File: src/rtl/parking_pkg.sv
// ============================================================================
// Module   : parking_pkg
// Purpose  : Shared types and constants for the 8-slot parking controller.
// Revision : 1.0
// ============================================================================
`default_nettype none

package parking_pkg;

    localparam int SLOT_COUNT = 8;

    typedef logic [2:0]            slot_idx_t;
    typedef logic [SLOT_COUNT-1:0] occ_map_t;

    typedef enum logic [1:0] {
        IDLE = 2'd0,
        EVAL = 2'd1,
        ACK  = 2'd2
    } state_t;

    typedef enum logic {
        REQ_ENTER = 1'b0,
        REQ_EXIT  = 1'b1
    } req_kind_t;

    function automatic logic [3:0] count_free(input occ_map_t map);
        logic [3:0] n;
        n = 4'd0;
        for (int i = 0; i < SLOT_COUNT; i++) begin
            n = n + {3'b000, ~map[i]};
        end
        return n;
    endfunction

endpackage

`default_nettype wire

File: src/rtl/parking_slot_controller_free_slot_finder.sv
// ============================================================================
// Module   : free_slot_finder
// Purpose  : Combinational lowest-zero-bit search over the occupancy map.
// Revision : 1.0
// ============================================================================
`default_nettype none

module free_slot_finder
    import parking_pkg::*;
(
    input  logic [SLOT_COUNT-1:0] occ_map_i,
    output logic [2:0]            free_idx_o,
    output logic                  any_free_o
);

    // Scan from the top down so the lowest free index is the last one written.
    always_comb begin
        free_idx_o = 3'd0;
        any_free_o = 1'b0;
        for (int i = SLOT_COUNT - 1; i >= 0; i--) begin
            if (!occ_map_i[i]) begin
                free_idx_o = i[2:0];
                any_free_o = 1'b1;
            end
        end
    end

endmodule

`default_nettype wire

File: src/rtl/parking_slot_controller.sv
// ============================================================================
// Module   : parking_slot_controller
// Purpose  : Arbitrates entry/exit handshakes and owns the occupancy map.
//            Define PARK_RR_ARB_EN for round-robin tie arbitration.
// Revision : 1.0
// ============================================================================
`default_nettype none

module parking_slot_controller
    import parking_pkg::*;
(
    input  logic       clk,
    input  logic       reset,
    input  logic       enter_req,
    output logic       enter_ack,
    output logic       enter_ok,
    output logic [2:0] enter_slot,
    input  logic       exit_req,
    input  logic [2:0] exit_slot,
    output logic       exit_ack,
    output logic       exit_ok,
    output logic [7:0] parking_capacity,
    output logic [3:0] free_count,
    output logic       full,
    output logic       empty
);

    state_t    r_state_q,      w_state_d;
    req_kind_t r_kind_q,       w_kind_d;
    slot_idx_t r_slot_q,       w_slot_d;
    occ_map_t  r_cap_q,        w_cap_d;
    logic      r_enter_ack_q,  w_enter_ack_d;
    logic      r_exit_ack_q,   w_exit_ack_d;
    logic      r_enter_ok_q,   w_enter_ok_d;
    logic      r_exit_ok_q,    w_exit_ok_d;
    slot_idx_t r_enter_slot_q, w_enter_slot_d;
`ifdef PARK_RR_ARB_EN
    req_kind_t r_last_q,       w_last_d;
`endif

    req_kind_t w_winner;
    slot_idx_t w_free_idx;
    logic      w_any_free;
    occ_map_t  w_mask;
    logic      w_served_req;

    free_slot_finder u_finder (
        .occ_map_i  (r_cap_q),
        .free_idx_o (w_free_idx),
        .any_free_o (w_any_free)
    );

    always_comb begin
`ifdef PARK_RR_ARB_EN
        if (enter_req && exit_req) begin
            w_winner = (r_last_q == REQ_EXIT) ? REQ_ENTER : REQ_EXIT;
        end else begin
            w_winner = exit_req ? REQ_EXIT : REQ_ENTER;
        end
`else
        w_winner = exit_req ? REQ_EXIT : REQ_ENTER;
`endif
    end

    // Mask is zero whenever the request is refused, so the XOR commit is a no-op.
    always_comb begin
        w_mask = '0;
        if (r_kind_q == REQ_ENTER) begin
            if (w_any_free) begin
                w_mask = occ_map_t'(1) << w_free_idx;
            end
        end else if (r_cap_q[r_slot_q]) begin
            w_mask = occ_map_t'(1) << r_slot_q;
        end
    end

    assign w_served_req = (r_kind_q == REQ_ENTER) ? enter_req : exit_req;

    always_comb begin
        w_state_d      = r_state_q;
        w_kind_d       = r_kind_q;
        w_slot_d       = r_slot_q;
        w_cap_d        = r_cap_q;
        w_enter_ack_d  = r_enter_ack_q;
        w_exit_ack_d   = r_exit_ack_q;
        w_enter_ok_d   = r_enter_ok_q;
        w_exit_ok_d    = r_exit_ok_q;
        w_enter_slot_d = r_enter_slot_q;
`ifdef PARK_RR_ARB_EN
        w_last_d       = r_last_q;
`endif
        case (r_state_q)
            IDLE: begin
                if (enter_req || exit_req) begin
                    w_kind_d  = w_winner;
                    w_state_d = EVAL;
                    if (w_winner == REQ_EXIT) begin
                        w_slot_d = exit_slot;
                    end
`ifdef PARK_RR_ARB_EN
                    w_last_d = w_winner;
`endif
                end
            end
            EVAL: begin
                w_cap_d = r_cap_q ^ w_mask;
                if (r_kind_q == REQ_ENTER) begin
                    w_enter_ack_d = 1'b1;
                    w_enter_ok_d  = w_any_free;
                    if (w_any_free) begin
                        w_enter_slot_d = w_free_idx;
                    end
                end else begin
                    w_exit_ack_d = 1'b1;
                    w_exit_ok_d  = r_cap_q[r_slot_q];
                end
                w_state_d = ACK;
            end
            ACK: begin
                if (!w_served_req) begin
                    w_enter_ack_d = 1'b0;
                    w_exit_ack_d  = 1'b0;
                    w_state_d     = IDLE;
                end
            end
            default: begin
                w_state_d = IDLE;
            end
        endcase
    end

    always_ff @(posedge clk) begin
        if (reset) begin
            r_state_q      <= IDLE;
            r_kind_q       <= REQ_ENTER;
            r_slot_q       <= '0;
            r_cap_q        <= '0;
            r_enter_ack_q  <= 1'b0;
            r_exit_ack_q   <= 1'b0;
            r_enter_ok_q   <= 1'b0;
            r_exit_ok_q    <= 1'b0;
            r_enter_slot_q <= '0;
`ifdef PARK_RR_ARB_EN
            r_last_q       <= REQ_EXIT;
`endif
        end else begin
            r_state_q      <= w_state_d;
            r_kind_q       <= w_kind_d;
            r_slot_q       <= w_slot_d;
            r_cap_q        <= w_cap_d;
            r_enter_ack_q  <= w_enter_ack_d;
            r_exit_ack_q   <= w_exit_ack_d;
            r_enter_ok_q   <= w_enter_ok_d;
            r_exit_ok_q    <= w_exit_ok_d;
            r_enter_slot_q <= w_enter_slot_d;
`ifdef PARK_RR_ARB_EN
            r_last_q       <= w_last_d;
`endif
        end
    end

    assign enter_ack        = r_enter_ack_q;
    assign enter_ok         = r_enter_ok_q;
    assign enter_slot       = r_enter_slot_q;
    assign exit_ack         = r_exit_ack_q;
    assign exit_ok          = r_exit_ok_q;
    assign parking_capacity = r_cap_q;
    assign free_count       = count_free(r_cap_q);
    assign full             = &r_cap_q;
    assign empty            = ~|r_cap_q;

endmodule

`default_nettype wire

File: config.mk
export PLATFORM = sky130hd
export DESIGN_NAME = parking_slot_controller
export DESIGN_NICKNAME = d
export VERILOG_FILES = /design/src/rtl/parking_pkg.sv /design/src/rtl/parking_slot_controller_free_slot_finder.sv /design/src/rtl/parking_slot_controller.sv
export SDC_FILE = /design/constraint.sdc
export NUM_CORES = 1
export LEC_CHECK = 0
export CAP_MARGIN = 10
export CELL_PAD_IN_SITES_DETAIL_PLACEMENT = 1
export CELL_PAD_IN_SITES_GLOBAL_PLACEMENT = 1
export CORE_ASPECT_RATIO = 0.8
export CORE_MARGIN = 4
export CORE_UTILIZATION = 41
export DETAILED_ROUTE_END_ITERATION = 6
export PLACE_DENSITY_LB_ADDON = 0.1
export SYNTH_ARGS = -nofsm -noshare
export SYNTH_HDL_FRONTEND = slang
export SYNTH_SLANG_ARGS = --single-unit
File: constraint.sdc
create_clock -name clk -period 11.46 [get_ports clk]
set_clock_uncertainty 0.1 [all_clocks]
set_input_delay 2.865 -clock clk [delete_from_list [all_inputs] [get_ports clk]]
set_output_delay 2.865 -clock clk [all_outputs]
set_load 0.02 [all_outputs]
# [Word-level counts from Yosys, hierarchy flattened]
# Cells that the tools add are included.
[totals] in_bits=7 elab_cells=80 output_inout_bits=21 reg_bits=21
[classes] n_eq_ne=6 shift=2 reduce_logical=14 n_addsub=7 n_lt_le_gt_ge=1 n_mux=31 n_bitwise=10
[op_table] operator="3-bit 2-to-1 mux" n=8
[op_table] operator="8-bit 2-to-1 mux" n=3
[op_table] operator="4-bit by 1-bit adder with 4-bit output" n=4
[op_table] operator="1-bit by 3-bit << shifter with 8-bit output (first input constant)" n=2
[op_table] operator="1-bit 2-to-1 mux" n=14
[op_table] operator="3-bit AND reduction" n=4
[op_table] operator="1-bit NOT" n=9
[op_table] operator="2-bit inequality test (second input constant)" n=4
[op_table] operator="2-bit AND reduction" n=4
[op_table] operator="8-bit AND reduction" n=1
[op_table] operator="8-bit OR reduction" n=1
[op_table] operator="8-bit bitwise XOR" n=1
[op_table] operator="2-bit one-hot mux with 3 select lines" n=1
[op_table] operator="3-bit by 1-bit adder with 4-bit output" n=1
[op_table] operator="3-bit by 4-bit < comparator with 1-bit output (second input constant)" n=1
[op_table] operator="2-bit 2-to-1 mux" n=2
[op_table] operator="1-bit one-hot mux with 2 select lines" n=2
[op_table] operator="2-bit by 1-bit adder with 3-bit output" n=1
[op_table] operator="1-bit binary-select mux with 3-bit select" n=1
[op_table] operator="1-bit by 1-bit adder with 2-bit output" n=1
[op_table] operator="2-bit by 1-bit == test with 1-bit output (second input constant)" n=1
[op_table] operator="2-bit == test (second input constant)" n=1
[op_table] operator="2-bit zero test" n=1
[op_table] operator="2-bit nonzero test" n=1
[op_table] operator="other kinds (2)" n=2

# [Logic depth before layout (Yosys ltp)]
# Gate-level depths: netlist of the first run.
[depth] depth_word=12 mapped_depth=9 mapped_depth_nobuf=8

# [Hierarchy]
# Synthesis of the first run repeated with hierarchy kept, for this count alone.
[hier_totals] cells_unflattened=165 area_unflattened_um2=1410.1
[modules_own_cells] mod="parking_slot_controller" n_inst=1 area_each_um2=1332.5 cells_per_inst=151 seq_area_each_um2=420.4
[modules_own_cells] mod="free_slot_finder" n_inst=1 area_each_um2=77.6 cells_per_inst=14 seq_area_each_um2=0.0

# [Worst setup path before layout of the first run]
# OpenSTA, ideal clock, no wires.
[synth_timing] path_kind="reg-to-output" startpoint="register r_cap_q[0], in the netlist parking_capacity[0]" endpoint="output port free_count[2]" path_slack_ns=5.197 t_required_ns=8.495 stages_incl_launch_ff=10 arrival_ns=3.298 path_buffers=1 path_cell_list="dfxtp_1 -> clkbuf_1 -> inv_1 -> fa_1 -> fa_1 -> fa_1 -> ha_1 -> inv_1 -> fa_1 -> xnor2_1"
[synth_between] elab_chain_len=8
[synth_lines] element="from (decl)" line_no="parking_slot_controller.sv:31" source="occ_map_t r_cap_q, w_cap_d;"
[synth_lines] element="from (signal assigned)" line_no="parking_slot_controller.sv:150" source="r_cap_q <= w_cap_d;"
[synth_lines] element="1-bit NOT" line_no="parking_pkg.sv:30" source="n = n + {3'b000, ~map[i]};"
[synth_lines] element="1-bit by 1-bit adder with 2-bit output" line_no="parking_pkg.sv:30"
[synth_lines] element="2-bit by 1-bit adder with 3-bit output" line_no="parking_pkg.sv:30"
[synth_lines] element="3-bit by 1-bit adder with 4-bit output" line_no="parking_pkg.sv:30"
[synth_lines] element="4-bit by 1-bit adder with 4-bit output (4 in a row)" line_no="parking_pkg.sv:30"
[synth_lines] element="to (decl)" line_no="parking_slot_controller.sv:23" source="output logic [3:0] free_count,"
# No other way between the ends.

# [Worst setup path in the final report of the first run]
# Ends and elaborated chain as after synthesis.

==> results of run 1 <==
==> area by class of cell <==
| class | instances | share of cell area (%) |
|---|---|---|
| clock inverter | 1 | 0.2992 |
| inverter | 15 | 3.366 |
| sequential | 21 | 25.13 |
| tap | 40 | 2.992 |
| timing repair buffer | 27 | 16.16 |
| clock buffer | 3 | 2.468 |
| multi-input combinational | 111 | 49.59 |
==> power breakdown <==
group	switching (uW)	leakage (uW)	internal, uW	total (uW)
Clock	25.8	0.0000255	24.3	50.1
Sequential	8.62	0.000171	77.3	85.9
Combinational	27.0	0.000366	24.8	51.8
Total	61.4	0.000563	126	188
==> cells by family (layout without fill, tap and decap cells) <==
group	count (synthesis)	count (layout)	synth area share, %
DFF	21	21	30.49
xor gates and xnor gates	1	1	0.6353
AOI/OAI and AO/OA	45	45	22.69
adders and majority gates	9	9	10.35
muxes	6	6	6.170
and+or+nand+nor	50	50	20.33
buffers and inverters	28	46	9.346
==> cells in the final DEF, fill, tap and decap left out, types with 2 or more instances in the layout <==
cell and n:
sky130_fd_sc_hd__fa_1 4, sky130_fd_sc_hd__a21oi_1 16, sky130_fd_sc_hd__o41ai_1 3, sky130_fd_sc_hd__clkdlybuf4s50_1 27
sky130_fd_sc_hd__nand4b_1 2, sky130_fd_sc_hd__ha_1 5, sky130_fd_sc_hd__mux4_2 2, sky130_fd_sc_hd__a211oi_1 5
sky130_fd_sc_hd__nand2b_1 2, sky130_fd_sc_hd__a2bb2oi_1 2, sky130_fd_sc_hd__o221ai_1 2, sky130_fd_sc_hd__nor3b_1 2
sky130_fd_sc_hd__a311oi_1 2, sky130_fd_sc_hd__dfxtp_1 21, sky130_fd_sc_hd__nand2_1 10, sky130_fd_sc_hd__nand4_1 5
sky130_fd_sc_hd__nor2b_1 3, sky130_fd_sc_hd__mux2i_1 4, sky130_fd_sc_hd__o31ai_1 3, sky130_fd_sc_hd__o211ai_1 2
sky130_fd_sc_hd__inv_1 15, sky130_fd_sc_hd__and2_1 2, sky130_fd_sc_hd__o21ai_0 2, sky130_fd_sc_hd__clkbuf_8 3
sky130_fd_sc_hd__nor2_1 15
==> stage by stage <==
stage	cell area, um^2	hold WS (ns)	total power [uW]	utilization, %
after floorplan	1379	0.4286	119.7	-
after global placement	1627	0.3447	137.7	51.59
after detailed placement	1627	0.3593	139.3	51.59
after CTS	1673	0.3715	190.0	53.06
after global routing	1673	0.3878	199.4	53.06
final	1673	0.3635	187.7	53.06
==> routing by layer <==
metal  vias to the layer above  track usage [%]  part of all wire [%]
li1                        617                -                     -
met1                       636            26.69                    48
met2                        37            28.92                    45
met3                         3            4.370                   5.7
met4                         0            2.632                  0.35
met5                         -                0                     0
==> worst reg2reg max path: cells and delay by family (launching register included) <==
| kind | cells | cell delay, ns |
|---|---|---|
| and+or+nand+nor | 2 | 0.89 |
| DFF | 1 | 0.49 |
| AOI/OAI and AO/OA | 2 | 0.45 |
==> state kept, by name, summed over array words and instances, names as in the netlist <==
name / count
r_state_q: 2
parking_capacity: 8
r_kind_q: 1
exit_ok: 1
r_slot_q: 3
enter_ok: 1
enter_ack: 1
exit_ack: 1
enter_slot: 3
==> worst max-delay path by stage <==
stage,endpoint,slack [ns],cells after the start
after global placement,free_count[2],4.94,9
after detailed placement,free_count[2],4.82,9
after floorplan,free_count[2],5.20,9
final,free_count[2],4.51,9
after global routing,free_count[2],4.32,9
after CTS,free_count[2],4.51,9
==> results.cfg, run 1 <==
[outcome]
run_status = finished clean

[place]
finalWeightedCongestion = 0.8731
placement_setup_slack_ns = 4.822
post-dp-hpwl_mm = 2.800
placement.io_buffers = 27
dp_cells = 214

[yosys]
ys_ff_latch = 21
most_used_standard_cells_in_the_synthesized_netlist = 21 x sky130_fd_sc_hd__dfxtp_1, 16 x sky130_fd_sc_hd__a21oi_1, 15 x sky130_fd_sc_hd__inv_1, 15 x sky130_fd_sc_hd__nor2_1, 10 x sky130_fd_sc_hd__nand2_1
synthDistinctLibCells = 45
top_reg_cell_synth = sky130_fd_sc_hd__dfxtp_1
synth_seq_area_share_pct = 30.49
most_frequent_cell_after_synthesis = sky130_fd_sc_hd__dfxtp_1
synth_top_area_share_pct = 30.49
postSynthCellCount = 160
netlist_area_mm2 = 0.001379
mappedNetlistNets = 176
yosysWarningCount = 0
synth_top_cell_by_area = sky130_fd_sc_hd__dfxtp_1
share_of_flip_flops_with_an_asynchronous_set_or_reset_after_synthesis_pct = 0
synth_enable_flop_cells = 0
postSynthAreaPerCell_um2 = 8.618
yosys-top-cells-area = sky130_fd_sc_hd__dfxtp_1 30%, sky130_fd_sc_hd__a21oi_1 5.8%, sky130_fd_sc_hd__fa_1 5.8%

[floorplan]
die_height_um = 59.87
initial_standard_cell_utilization_of_the_core_pct = 43.73
chipWidth_um = 72.84
pin_count = 28
coreArea_mm2 = 0.003153
fp.dieArea_mm2 = 0.004361
rows = 18

[critical_path]
cp_cell_sequence = inv_1 > fa_1 > fa_1 > fa_1 > ha_1 > inv_1 > fa_1 > xnor2_1 > clkdlybuf4s50_1
type_of_the_worst_setup_path = reg2out
crit_path_start_kind = flip-flop
timing.rr.start = r_state_q[0]
crit_start = parking_capacity[0]
worstPathRequired_ns = 8.50
critPathArrivalTime_ns = 3.99
crit-reg2reg-capture = parking_capacity[6]
critical_path_peak_fanout = 11
worst_reg_to_reg_setup_slack_ns = 9.44
critical_path_buf_inv_count = 3
timing.critical_path.mode_cell = sky130_fd_sc_hd__fa_1
timing.reg2reg.worst_path_depth = 4
worst_path_dominant_cell_family = adder cells
critical-path-max-stage-delay_ns = 0.63
crit_slowest_cell = sky130_fd_sc_hd__clkdlybuf4s50_1
crit_path_end_kind = output pin

[grt]
antenna_found_initial = 0
grt_first_pass_wirelength_mm = 6.396
grt_max_degree = 24
overflow = 0
first_global_vias = 1283
grtUsageTotal_pct = 18.56

[route]
drt_wl_total_mm = 3.723
initialDrtViolationCount = 68
routedWlPerCell_um = 17.08
detail_route.vias_per_cell = 5.931
number_of_routed_nets_with_antenna_violations = 0
vias = 1293
drc = 0
detail_route.first_pass.iterations = 4

[clock_tree]
cts_hold_buf = 0
cts_max_level = 1
tritoncts.num_buffers = 3
clk_root_buffer_cell = sky130_fd_sc_hd__clkbuf_8
tritoncts = done
cts_setup_buffers = 0
clockBufferDepth = 2
post_cts.resized_instances = 0
clock_latency_ns = 0.27
clk_pin_slew_ns = 0.08
cts_sinks = 21

[timing]
finalWorstPathRequiredPeriod_ns = 6.955
final-hold-violation-count = 0
timing.setup.tns_ns = 0
timing.fmax_ghz = 0.1438
min_period_over_period_pct = 60.69
max_slew.worst_pin.slew_ns = 0.8630
slew_headroom_pct = 42.29
final-setup-viol-count = 0
setup_repair_after_global_routing_missed_its_margin = no
timing.final.ws_setup_ns = 4.505
final_max_slew_viol_count = 0

[cells_and_area]
seq_area_um2 = 420.4
multiInputGateArea_um2 = 829.5
area_growth_syn_to_layout_pct = 21.32
n_antenna_cell = 0
final_layout_size_suffix_gt1_share_pct = 5.056
layout.filler_cells = 366
layout.cells.non_filler = 218
finalNetCount = 195

[hold_path]
hold_path.class = reg2reg
worst_hold_startpoint = enter_slot[1]
worst_hold_path.endpoint = enter_slot[1]
min_delay_path_depth = 2

[power]
vdd_ir_drop_max_uv = 63.07
power.density_mw_per_mm2 = 112.2
p_leak_uw = 0.0005632

[flow_run]
maxCapViolations = 0
Note: power is estimated with default switching activity, not from simulation.
==> inputs of run 2 (changes only) <==
--- a/config.mk
+++ b/config.mk
@@ -10,7 +10,7 @@
 export CELL_PAD_IN_SITES_GLOBAL_PLACEMENT = 1
 export CORE_ASPECT_RATIO = 0.8
 export CORE_MARGIN = 4
-export CORE_UTILIZATION = 41
+export CORE_UTILIZATION = 34
 export DETAILED_ROUTE_END_ITERATION = 6
 export PLACE_DENSITY_LB_ADDON = 0.1
 export SYNTH_ARGS = -nofsm -noshare
==> constraint.sdc (replaced) <==
create_clock -name clk -period 5.97 [get_ports clk]
set_clock_uncertainty 0.1 [all_clocks]
set_input_delay 1.4925 -clock clk [delete_from_list [all_inputs] [get_ports clk]]
set_output_delay 1.4925 -clock clk [all_outputs]
set_load 0.02 [all_outputs]
==> run 2 against run 1 <==
Net effect: cell count is 6.9% higher; combinational power up 91%; wire length is 1.9% higher; core utilization down 9.2 points; cell area rose by 1.0%; die area grew 18%; register-to-register slack got worse by 5.5 ns; clock power is 89% higher; critical path depth is the same; setup slack got worse by 4.1 ns; sequential power up 92%; highest routed layer unchanged.
==> results.cfg, run 2 (synthesized netlist as in run 1, its figures left out) <==
[timing]
timing.fmax_ghz = 0.1812
timing.setup.tns_ns = 0
final-setup-viol-count = 0
final-hold-violation-count = 0
max_slew.worst_pin.slew_ns = 0.8406
finalWorstPathRequiredPeriod_ns = 5.520
setup_repair_after_global_routing_missed_its_margin = no
worst_hold_slack_ns = 0.3576
slew_headroom_pct = 43.79
min_period_over_period_pct = 92.47
final_max_slew_viol_count = 0

[critical_path]
worst_path_dominant_cell_family = adder cells
crit_path_start_kind = flip-flop
critPathArrivalTime_ns = 3.93
crit_path_end_kind = output pin
critical_path_peak_fanout = 11
critical_path_buf_inv_count = 3
crit_slowest_cell = sky130_fd_sc_hd__clkdlybuf4s50_1
type_of_the_worst_setup_path = reg2out
cp_cell_sequence = inv_1 > fa_1 > fa_1 > fa_1 > ha_1 > inv_1 > fa_1 > xnor2_1 > clkdlybuf4s50_1
timing.critical_path.mode_cell = sky130_fd_sc_hd__fa_1
critical-path-max-stage-delay_ns = 0.62
worstPathRequired_ns = 4.38

[flow_run]
maxCapViolations = 0

[clock_tree]
tritoncts.num_buffers = 3
clk_pin_slew_ns = 0.07
tritoncts = done
clk_root_buffer_cell = sky130_fd_sc_hd__clkbuf_8
cts_sinks = 21
clockBufferDepth = 2
cts_max_level = 1
cts_hold_buf = 0
post_cts.resized_instances = 0
cts_setup_buffers = 0
clock_latency_ns = 0.26

[floorplan]
pin_count = 28
rows = 20
die_height_um = 64.96
chipWidth_um = 79.20
coreArea_mm2 = 0.003854
fp.dieArea_mm2 = 0.005145
initial_standard_cell_utilization_of_the_core_pct = 35.78

[power]
vdd_ir_drop_max_uv = 78.75
report.power.total_uw = 358.7
power.density_mw_per_mm2 = 212.2
p_leak_uw = 0.0005604

[hold_path]
hold_path.class = reg2reg

[place]
finalWeightedCongestion = 0.7952
post-dp-hpwl_mm = 2.838
placement.io_buffers = 27
dp_cells = 229
dpl_cell_area_mm2 = 0.001645

[route]
detail_route.first_pass.iterations = 4
drt_wl_total_mm = 3.792
routedWlPerCell_um = 16.27
number_of_routed_nets_with_antenna_violations = 0
detail_route.vias_per_cell = 5.464
initialDrtViolationCount = 112
drc = 0
vias = 1273

[cells_and_area]
largest_register_ff_count = 8
most_common_cell_after_layout_fill_and_taps_aside = sky130_fd_sc_hd__clkdlybuf4s50_1
layout.filler_cells = 467
area_growth_syn_to_layout_pct = 22.60
commonest_cells_after_routing_fill_and_taps_aside = 27 x sky130_fd_sc_hd__clkdlybuf4s50_1, 21 x sky130_fd_sc_hd__dfxtp_1, 16 x sky130_fd_sc_hd__a21oi_1
final_layout_size_suffix_gt1_share_pct = 4.494
finalNetCount = 195
layout.cells.non_filler = 233
layout.cell_area.non_filler_mm2 = 0.001690
n_antenna_cell = 0

[outcome]
run_status = finished clean

[grt]
antenna_found_initial = 0
overflow = 0
grt_max_degree = 24
grt_first_pass_wirelength_mm = 6.658
first_global_vias = 1324
grtUsageTotal_pct = 16.34
[run 2: worst paths after layout]
| check | from | depth (start not counted) | end | slack, ns |
|---|---|---|---|---|
| max | parking_capacity[0] | 9 | free_count[2] | 0.45 |
| min | enter_ok | 2 | enter_ok | 0.36 |
| max reg2reg | r_state_q[0] | 4 | parking_capacity[4] | 3.94 |
| min reg2reg | enter_ok | 2 | enter_ok | 0.36 |
[run 2: through the flow]
stage | setup WS [ns] | utilization (%)
2_1_floorplan | 1.079 | -
3_3_place_gp | 0.8092 | 42.69
3_5_place_dp | 0.7344 | 42.69
4_1_cts | 0.4160 | 43.86
5_1_grt | 0.2462 | 43.86
6_report | 0.4497 | 43.86
[run 2: metal layers]
layer | wire, um | GRT usage [%] | up-vias
met3 | 248 | 4.583 | 2
met5 | 0 | 0 | -
met1 | 1891 | 23.49 | 614
met2 | 1632 | 24.26 | 42
met4 | 19 | 3.433 | 0
li1 | - | - | 615
[run 2: worst reg2reg max path, stage by stage, from the launching register on]
cell,delay (ns)
sky130_fd_sc_hd__dfxtp_1,0.49
sky130_fd_sc_hd__nor2b_1,0.52
sky130_fd_sc_hd__nor4b_1,0.53
sky130_fd_sc_hd__a211o_1,0.21
sky130_fd_sc_hd__o41ai_1,0.06
[run 2: power by group]
| part | leakage, uW | switching (uW) | internal [uW] |
|---|---|---|---|
| sequential | 0.000171 | 16.6 | 148 |
| clock | 0.0000228 | 47.3 | 47.6 |
| combinational | 0.000366 | 51.6 | 47.2 |
[run 2: final cells by class]
cell class	instances	area, um^2	area share [%]
well taps	55	68.82	4.071
clock buffers	4	45.04	2.665
repair buffers	27	270.3	15.99
flip-flops and latches	21	420.4	24.87
multi-input cells	111	829.5	49.07
inverters	15	56.30	3.331
==> RTL change: new RTL, settings of run 2 <==
Build with the macro `PARK_RR_ARB_EN` defined.
--- a/src/rtl/parking_slot_controller.sv
+++ b/src/rtl/parking_slot_controller.sv
@@ -6,4 +6,6 @@
 // ============================================================================
 `default_nettype none
+
+`define PARK_RR_ARB_EN
 
 module parking_slot_controller
Behaviour: not the same (Yosys sat finds a counterexample within 4 cycles, from zero or initial values and one cycle with reset high).
==> RTL change against run 2 <==
- cell area is 4.4% higher
- synthesized cell count is 5.0% higher
- wire length is 4.6% higher
- sequential cell count up 1
- area after synthesis grew 3.3%
- power increased by 13%
- clock power grew 50%
- sequential share of layout area is 0.094 points higher
- worst setup slack improved by 0.048 ns
- largest power group unchanged
==> RTL change: results (changes against run 2) <==
metric,value,unit,change
detailed placement HPWL,2.96,mm,was 2.84 mm
first-pass GRT wire length,6.81,mm,was 6.66 mm
gpl congestion,0.824,,was 0.795
number of antenna violations at the first check in global routing,0,,unchanged
"Primary FF master, synth",dfxtp_1,,unchanged
Layout fillers,469,,was 467
Post-synth EDFFs,0,,unchanged
vias in the first global route,1348,,was 1324
Wirelength per Cell,16.3,um,about the same
Worst path max stage delay,0.64,ns,was 0.62 ns
drt first-iter violations,99,,was 112
clk root buf,clkbuf_8,,unchanged
ratio of cells with drive above 1 in the final layout,7.98,%,was 4.49%
Tightest Pin Transition,0.837,ns,was 0.841 ns
GRT Util Overall,16.4,%,was 16.3%
Hold Path Depth,2,,unchanged
clock-pin slew on the worst setup and hold paths,0.08,ns,
crit path DAT,3.88,ns,was 3.93 ns
Critical path origin,parking_capacity[1],,was parking_capacity[0]
Compound-Gate Fraction of Synth Area,19.8,%,was 22.7%
Post-CTS Resized,0,,unchanged
max reg flops,8,,unchanged
Yosys warnings,0,,unchanged
setup bufs post-CTS,0,,unchanged
Worst Min Path Start,enter_slot[0],,was enter_ok
Reg-to-Reg Start,r_kind_q,,was r_state_q[0]
total CTS buffers,3,,unchanged
worst hold path class,flip-flop to flip-flop,,unchanged
CP max-delay cell,clkdlybuf4s50_1,,unchanged
worst-case vdd ir drop,0.114,mV,was 0.0788 mV
"top cells by count, synth","24 x nor2_1, 22 x dfxtp_1, 17 x a21oi_1",,"was 21 x dfxtp_1, 16 x a21oi_1, 15 x inv_1, 15 x nor2_1, 10 x nand2_1"
Post-Synth XOR/XNOR Area,1.23,%,was 0.635%
clk_lat worst skew,0.27,ns,
DR pass1 iterations,4,,unchanged
CP Max Fanout,12,,was 11
syn_area_per_cell,8.48,um^2,was 8.62 um^2
ys async rst share,0,%,unchanged
htree depth,1,,unchanged
area share of fa/ha/maj cells after synthesis,10.0,%,was 10.3%
Post-Layout Cell Count,243,,was 233
largest net degree at the start of global routing,24,,unchanged
IO buf count,27,,unchanged
Post-CTS Hold Buffers,0,,unchanged
Yosys cell types,46,,was 45
FF-to-FF path depth,4,,unchanged
Placed Area,1690,um^2,was 1650 um^2
sequential cell area fraction in the yosys report,30.9,%,was 30.5%
main area contributors after synthesis,"dfxtp_1 31%, nor2_1 6.3%, a21oi_1 6.0%",,"was dfxtp_1 30%, a21oi_1 5.8%, fa_1 5.8%"
status,"finished, final reports clean",,unchanged
multiplexer share of the synthesized area,7.56,%,was 6.17%
vias per cell,5.35,,was 5.46
# nets final,205,,was 195
LEAKAGE,0.605,nW,was 0.560 nW
syn nets,184,,was 176
RTL change: cell count changes after synthesis, sizes merged, moves of 3 or more:
cell,run 2,this run
o31ai,3,0
nor2,15,24
o41ai,3,0
o21ai,3,6
nand3,1,5
clkbuf,6,2
RTL change: area by class of cell:
class | count | area share, %
Inverter | 14 | 3.12
Sequential cell | 22 | 25.0
Timing Repair Buffer | 27 | 15.3
Tap cell | 55 | 3.90
Multi-Input combinational cell | 121 | 48.7
Clock inverter | 1 | 1.70
Clock buffer | 3 | 2.34
RTL change: where the power goes:
group	internal (W)	switching [W]	leakage, nW
clock	0.0000897	0.0000524	0.0357
sequential	0.000155	0.0000151	0.179
combinational	0.0000440	0.0000501	0.390
RTL change: kinds of logic after synthesis:
| family | after synthesis |
|---|---|
| AND/OR/NAND/NOR | 60 |
| AO/OA/AOI/OAI | 42 |
| XOR/XNOR | 2 |
| multiplexers | 8 |
| buffers and inverters | 25 |
| flip-flops | 22 |
| adder cells (fa/ha/maj) | 9 |
RTL change: per-layer routing:
| layer | GRT usage [%] | vias to the layer above | routed length, um |
|---|---|---|---|
| li1 | - | 631 | - |
| met1 | 22.7 | 633 | 1920 |
| met2 | 25.5 | 32 | 1760 |
| met3 | 4.09 | 5 | 257 |
| met4 | 3.80 | 0 | 36 |
| met5 | 0 | - | 0 |
RTL change: final timing paths:
check                              to  slack, ns
setup / recovery        free_count[2]       0.50
hold / removal          enter_slot[0]       0.36
setup reg to reg  parking_capacity[7]       3.73
hold reg to reg         enter_slot[0]       0.36
RTL change: stage by stage:
| stage | utilization [%] | setup slack, ns |
|---|---|---|
| finish | 45.2 | 0.498 |
| detailed placement | 43.4 | 0.789 |
| CTS | 45.2 | 0.469 |
| global placement | 43.4 | 0.865 |
| global route | 45.2 | 0.273 |
| floorplan | - | 1.24 |
